===== src/rtl/golife_pkg.sv =====
// Shared types and width helpers for the golife row streamer and its bench.
// FSM state encoding plus derived index/count widths as functions of SIDEWIDTH.
package golife_pkg;

    typedef enum logic [1:0] {
        IDLE   = 2'd0,
        STREAM = 2'd1,
        DONE   = 2'd2
    } state_t;

    localparam int SIDEWIDTH_DEFAULT = 16;

    function automatic int idx_w(input int sw);
        return $clog2(sw);
    endfunction

    function automatic int cnt_w(input int sw);
        return $clog2(sw * sw + 1);
    endfunction

    function automatic int pc_w(input int sw);
        return $clog2(sw + 1);
    endfunction

endpackage


===== src/rtl/golife_row_streamer_if.sv =====
// Row stream handshake bundle: the streamer drives data/index/valid/last, the sink drives ready.
interface golife_row_streamer_if #(
    parameter int SIDEWIDTH = 16
);
    localparam int IDXW = $clog2(SIDEWIDTH);

    logic [SIDEWIDTH-1:0] row_data;
    logic [IDXW-1:0]      row_idx;
    logic                 row_valid;
    logic                 row_ready;
    logic                 row_last;

    modport master (
        output row_data,
        output row_idx,
        output row_valid,
        output row_last,
        input  row_ready
    );

    modport slave (
        input  row_data,
        input  row_idx,
        input  row_valid,
        input  row_last,
        output row_ready
    );

endinterface


===== src/rtl/golife_popcount.sv =====
// Combinational population count of one SIDEWIDTH-bit grid row.
module golife_popcount
    import golife_pkg::*;
#(
    parameter int SIDEWIDTH = 16
) (
    input  logic [SIDEWIDTH-1:0]          row,
    output logic [pc_w(SIDEWIDTH)-1:0]    count
);
    localparam int PCW = pc_w(SIDEWIDTH);

    always_comb begin
        count = '0;
        for (int i = 0; i < SIDEWIDTH; i++) begin
            count = count + PCW'(row[i]);
        end
    end

endmodule


===== src/rtl/golife_row_streamer.sv =====
// Snapshots the golife grid on capture and streams it out top row first, one row per transfer.
// Optional still-life detection is enabled by defining STILL_DETECT_EN.
module golife_row_streamer
    import golife_pkg::*;
#(
    parameter int SIDEWIDTH = 16
) (
    input  logic                                clk,
    input  logic                                rst,
    input  logic [SIDEWIDTH-1:0][SIDEWIDTH-1:0] grid,
    input  logic                                capture,
    output logic                                busy,
    golife_row_streamer_if.master               row_if,
    output logic [cnt_w(SIDEWIDTH)-1:0]         pop_count,
    output logic                                done,
    output logic                                stable
);
    localparam int IDXW = idx_w(SIDEWIDTH);
    localparam int CNTW = cnt_w(SIDEWIDTH);
    localparam int PCW  = pc_w(SIDEWIDTH);

    state_t                              state_q, state_d;
    logic [SIDEWIDTH-1:0][SIDEWIDTH-1:0] snap_q, snap_d;
    logic [IDXW-1:0]                     idx_q, idx_d;
    logic [CNTW-1:0]                     acc_q, acc_d;
    logic [CNTW-1:0]                     pop_q, pop_d;

    logic [SIDEWIDTH-1:0] cur_row;
    logic [PCW-1:0]       row_pop;
    logic                 transfer;

`ifdef STILL_DETECT_EN
    logic [SIDEWIDTH-1:0][SIDEWIDTH-1:0] prev_q, prev_d;
    logic                                prev_valid_q, prev_valid_d;
    logic                                stable_pend_q, stable_pend_d;
    logic                                stable_q, stable_d;
`endif

    assign cur_row  = snap_q[idx_q];
    assign transfer = (state_q == STREAM) && row_if.row_ready;

    golife_popcount #(.SIDEWIDTH(SIDEWIDTH)) u_popcount (
        .row   (cur_row),
        .count (row_pop)
    );

    always_comb begin
        state_d = state_q;
        snap_d  = snap_q;
        idx_d   = idx_q;
        acc_d   = acc_q;
        pop_d   = pop_q;
`ifdef STILL_DETECT_EN
        prev_d        = prev_q;
        prev_valid_d  = prev_valid_q;
        stable_pend_d = stable_pend_q;
        stable_d      = stable_q;
`endif
        case (state_q)
            IDLE: begin
                if (capture) begin
                    state_d = STREAM;
                    snap_d  = grid;
                    idx_d   = IDXW'(SIDEWIDTH - 1);
                    acc_d   = '0;
`ifdef STILL_DETECT_EN
                    // Compare against the previous snapshot before overwriting it.
                    stable_pend_d = prev_valid_q && (grid == prev_q);
                    prev_d        = grid;
                    prev_valid_d  = 1'b1;
`endif
                end
            end
            STREAM: begin
                if (transfer) begin
                    acc_d = acc_q + CNTW'(row_pop);
                    if (idx_q == '0) begin
                        state_d = DONE;
                        pop_d   = acc_q + CNTW'(row_pop);
`ifdef STILL_DETECT_EN
                        stable_d = stable_pend_q;
`endif
                    end else begin
                        idx_d = idx_q - IDXW'(1);
                    end
                end
            end
            DONE: begin
                state_d = IDLE;
            end
            default: begin
                state_d = IDLE;
            end
        endcase
    end

    always_ff @(posedge clk or negedge rst) begin
        if (!rst) begin
            state_q <= IDLE;
            snap_q  <= '0;
            idx_q   <= '0;
            acc_q   <= '0;
            pop_q   <= '0;
        end else begin
            state_q <= state_d;
            snap_q  <= snap_d;
            idx_q   <= idx_d;
            acc_q   <= acc_d;
            pop_q   <= pop_d;
        end
    end

`ifdef STILL_DETECT_EN
    always_ff @(posedge clk or negedge rst) begin
        if (!rst) begin
            prev_q        <= '0;
            prev_valid_q  <= 1'b0;
            stable_pend_q <= 1'b0;
            stable_q      <= 1'b0;
        end else begin
            prev_q        <= prev_d;
            prev_valid_q  <= prev_valid_d;
            stable_pend_q <= stable_pend_d;
            stable_q      <= stable_d;
        end
    end
    assign stable = stable_q;
`else
    assign stable = 1'b0;
`endif

    assign busy             = (state_q != IDLE);
    assign done             = (state_q == DONE);
    assign pop_count        = pop_q;
    assign row_if.row_data  = cur_row;
    assign row_if.row_idx   = idx_q;
    assign row_if.row_valid = (state_q == STREAM);
    assign row_if.row_last  = (state_q == STREAM) && (idx_q == '0);

endmodule

===== src/flat_wrapper.sv =====
// flat-port wrapper written by rule: the top's interface ports become plain ports
module golife_row_streamer_flat import golife_pkg::*;
#(
    parameter int SIDEWIDTH = 16
)
  (clk, rst, grid, capture, busy, pop_count, done, stable, row_if_row_data, row_if_row_idx, row_if_row_valid, row_if_row_last, row_if_row_ready);
  golife_row_streamer_if #(.SIDEWIDTH(SIDEWIDTH)) row_if_i ();
  input  logic clk;
  input  logic rst;
  input  logic [SIDEWIDTH-1:0][SIDEWIDTH-1:0] grid;
  input  logic capture;
  output logic busy;
  output logic [cnt_w(SIDEWIDTH)-1:0] pop_count;
  output logic done;
  output logic stable;
  output wire logic [$bits(row_if_i.row_data)-1:0] row_if_row_data;
  output wire logic [$bits(row_if_i.row_idx)-1:0] row_if_row_idx;
  output wire logic [$bits(row_if_i.row_valid)-1:0] row_if_row_valid;
  output wire logic [$bits(row_if_i.row_last)-1:0] row_if_row_last;
  input wire logic [$bits(row_if_i.row_ready)-1:0] row_if_row_ready;
  assign row_if_row_data = row_if_i.row_data;
  assign row_if_row_idx = row_if_i.row_idx;
  assign row_if_row_valid = row_if_i.row_valid;
  assign row_if_row_last = row_if_i.row_last;
  assign row_if_i.row_ready = row_if_row_ready;
  golife_row_streamer #(.SIDEWIDTH(SIDEWIDTH)) u_core (.clk(clk), .rst(rst), .grid(grid), .capture(capture), .busy(busy), .row_if(row_if_i), .pop_count(pop_count), .done(done), .stable(stable));
endmodule

===== config.mk =====
export PLATFORM = sky130hd
export DESIGN_NAME = golife_row_streamer_flat
export DESIGN_NICKNAME = d
export VERILOG_FILES = /design/src/rtl/golife_pkg.sv /design/src/rtl/golife_row_streamer_if.sv /design/src/rtl/golife_popcount.sv /design/src/rtl/golife_row_streamer.sv /design/src/flat_wrapper.sv
export SDC_FILE = /design/constraint.sdc
export NUM_CORES = 1
export LEC_CHECK = 0
export CAP_MARGIN = 20
export CELL_PAD_IN_SITES_DETAIL_PLACEMENT = 1
export CELL_PAD_IN_SITES_GLOBAL_PLACEMENT = 1
export CORE_ASPECT_RATIO = 0.8
export CORE_MARGIN = 4
export CORE_UTILIZATION = 38
export DETAILED_ROUTE_END_ITERATION = 16
export GPL_TIMING_DRIVEN = 0
export HOLD_SLACK_MARGIN = 0.02
export PLACE_DENSITY = 0.88
export SYNTH_ARGS = -nofsm -noshare
export SYNTH_HDL_FRONTEND = slang
export SYNTH_SLANG_ARGS = --single-unit

===== constraint.sdc =====
create_clock -name clk -period 5.4 [get_ports clk]
set_input_delay 0.81 -clock clk [delete_from_list [all_inputs] [get_ports clk]]
set_output_delay 0.81 -clock clk [all_outputs]
set_load 0.005 [all_outputs]

==> flow_summary_export.csv <==
group,metric,value,unit
cts,numCtsBuffers,30,
pwr,leakage,7.83,nW
finish,synthToLayoutAreaGrowth,39.2,%
global_routing,grt_max_degree,108,
place,gp_congestion,0.841,
floorplan,die_y,176,um
global_routing,antenna_found_initial,7,
synth,netlist.top_cell.by_area,"dfrtp_1",
floorplan,start_util,38.5,%
synth,synth_area_per_cell,14.6,um2
cts,clkLatencyLatePin,0.56,ns
synth,synth_cells,913,
floorplan,num_rows,61,
worst_setup_path,cp-startpoint,"u_core.row_if.row_idx[0]",
job,cap_violations,0,
synth,yosys-top-cells-area,"dfrtp_1, mux2_2, mux4_2, mux2i_1, buf_6",
worst_setup_path,r2r-start,"u_core.row_if.row_idx[0]",
finish,fin_area,18600,um2
detailed_routing,dr.pass1.iters,5,
global_routing,grt_overflow,0,
timing,skew,0.0169,ns
floorplan,dieWidth,218,um
place,hpwl,36200,um
timing,whs,0.239,ns
place,io_buffer_count,292,
floorplan,boundaryPins,294,
worst_hold_path,hp-class,"in -> async",
finish,stdcell_count,1765,
timing,slew_headroom,50.5,%
worst_setup_path,crit_end,"u_core.pop_count[6]",
synth,ys_warn_count,0,
synth,synth-seq-cells,280,
status,violations,"setup timing",
global_routing,grt_pass1_wl,71500,um
global_routing,grt_pass1_vias,10900,
worst_setup_path,ff2ff_path_depth,25,
cts,cts_sinks,280,
worst_setup_path,r2r_setup_slack,-0.19,ns
global_routing,grt_usage,25.0,%
timing,min_period_over_period,104,%
pwr,p_per_area,737,nW/um2
synth,syn_area,13400,um2
worst_setup_path,worst-path-max-fanout,10,
floorplan,core,34700,um2
pwr,vdd_drop_max,1.31,mV
detailed_routing,drtAntennaViolNets,0,
synth,synth_top_area_share,52.4,%
timing,setup_ws,-0.192,ns
place,dp.cells,1679,
timing,hold_violations,0,
cts,cts_tree,"yes",
synth,synth_most_common_cell,"dfrtp_1",
cts,clk_pin_slew_worst_paths,0.06,ns
synth,synthFlopType,"dfrtp_1",
worst_setup_path,crit_required,5.84,ns
detailed_routing,wl_per_cell,27.6,um
detailed_routing,drt_iter0_drc,667,
synth,synth_fp_nets,1194,
cts,cts_root_buffer,"clkbuf_16",
synth,yosysSeqAreaShare,52.4,%
place,pre_cts_ws,-0.817,ns
detailed_routing,vias,9540,
finish,fin_util,53.6,%
synth,yosys-top-cells-count,"dfrtp_1, mux2_2, mux2i_1",
synth,synth_edf_count,0,
timing,fmax,179,MHz
status,status,"complete, but fails checks",
worst_setup_path,crit_path_end_kind,"flop",
detailed_routing,wl,48700,um
cts,cts_hold_buf,0,
place,place_area,16900,um2
worst_setup_path,path_class,"reg -> reg",
synth,yosysUniqueCellTypes,50,
timing,min_period,5.59,ns
finish,fin_nets,1548,
worst_setup_path,crit_path_start_kind,"flop",
timing,setup_violations,6,
worst_setup_path,rr_endpoint,"u_core.pop_count[6]",
cts,cts_max_path_buffers,3,
timing,grt_setup_unrepaired,"yes",
timing,maxSlewViolCount,0,
finish,drive_gt1_share,35.2,%
synth,synth_async_sr_flop_share,100,%
cts,htreeDepth,1,
detailed_routing,viasPerCell,5.41,
worst_setup_path,cp.arrival,6.03,ns
floorplan,dieArea,38300,um2
timing,worst_pin_slew,0.743,ns
detailed_routing,post-route-drc-count,0,
## per-stage QoR
step	setup TNS [ns]	total power, W
floorplan	0	0.00751
global placement	-2351.65	0.00968
detailed placement	-7.63	0.00998
CTS	-0.331	0.0132
global route	-2.19	0.0146
finish	-0.817	0.0137
## placed cells by master, fill, tap and decap left out, types with 9 or more instances in the layout
cell type / Yosys / layout
dfrtp_1: 280 / 280
clkbuf_1: 6 / 12
inv_1: 21 / 19
buf_6: 33 / 30
mux2_2: 238 / 238
a221oi_2: 0 / 9
buf_4: 7 / 37
mux2_1: 21 / 21
nand2_1: 16 / 16
a21oi_1: 11 / 9
clkbuf_16: 0 / 31
o21ai_0: 13 / 12
clkbuf_8: 0 / 9
clkdlybuf4s50_1: 0 / 291
mux2i_1: 65 / 60
ha_1: 9 / 9
nor2_1: 23 / 22
mux4_2: 32 / 32
o221ai_1: 12 / 9
fa_1: 12 / 10
## registers in the layout, indices dropped and copies added (netlist names)
name	cells
u_core.acc_q	9
u_core.row_if.row_idx	4
u_core.pop_count	9
u_core.snap_q	256
u_core.state_q	2
## area by class of cell
class	instances	area [um2]
fill	3368	16100
tap	472	591
inverter	23	91.3
multi-input combinational	549	6000
antenna	2	5.00
clock buffer	48	930
sequential	280	7010
clock inverter	8	119
buffer	61	661
timing repair buffer	322	3220
## worst min-delay path by stage
stage	to	startpoint
after floorplan	u_core.acc_q[1]	u_core.acc_q[1]
after global placement	u_core.snap_q[118]	u_core.snap_q[118]
after detailed placement	u_core.snap_q[123]	u_core.snap_q[123]
after CTS	u_core.snap_q[33]	rst
after global routing	u_core.snap_q[33]	rst
final	u_core.snap_q[33]	rst
## per-layer routing
layer / GRT usage (%) / vias up / share of wire (%)
met2: 42.5 / 317 / 49
met3: 5.10 / 79 / 5.5
met5: 0 / - / 0.13
met1: 33.3 / 5062 / 43
met4: 5.76 / 10 / 2.8
li1: - / 4072 / -
## worst max-delay path, cell delays in order (launching register included)
cell	delay, ns
dfrtp_1	0.41
buf_12	0.17
buf_12	0.15
buf_12	0.16
mux2i_2	0.18
o221ai_4	0.23
o22ai_1	0.13
nor2_1	0.17
inv_1	0.08
fa_1	0.49
inv_1	0.05
fa_1	0.50
inv_2	0.05
fa_1	0.53
inv_1	0.05
fa_1	0.42
inv_1	0.08
fa_2	0.23
inv_2	0.05
fa_2	0.41
a211oi_2	0.27
o21bai_1	0.14
buf_4	0.16
nand2_1	0.10
xor2_1	0.16
o21ai_0	0.09
## logic make-up (layout without fill, tap and decap cells)
kind of cell	count (synthesis)	in the layout	synth area share, %
other	1	3	0.0280
xor gates and xnor gates	7	7	0.458
buffers and inverters	84	462	4.75
muxes	356	356	32.1
DFF	280	280	52.4
adders and majority gates	21	21	2.64
AOI/OAI and AO/OA	106	106	5.65
and+or+nand+nor	58	58	2.03
## timing repair
action,CTS,global route
pin swaps,18,17
setup endpoints to repair,16,12
buffers inserted,21,7
gates resized for setup,73,14
## report_power, final
| group | total, W | leakage [nW] | switching (W) | internal, W |
|---|---|---|---|---|
| logic | 0.00844 | 4.01 | 0.00450 | 0.00394 |
| clock network | 0.00220 | 0.519 | 0.000878 | 0.00132 |
| registers | 0.00308 | 3.31 | 0.000365 | 0.00271 |
| total | 0.0137 | 7.83 | 0.00574 | 0.00797 |
No activity file was read; power rests on OpenSTA's default activity.
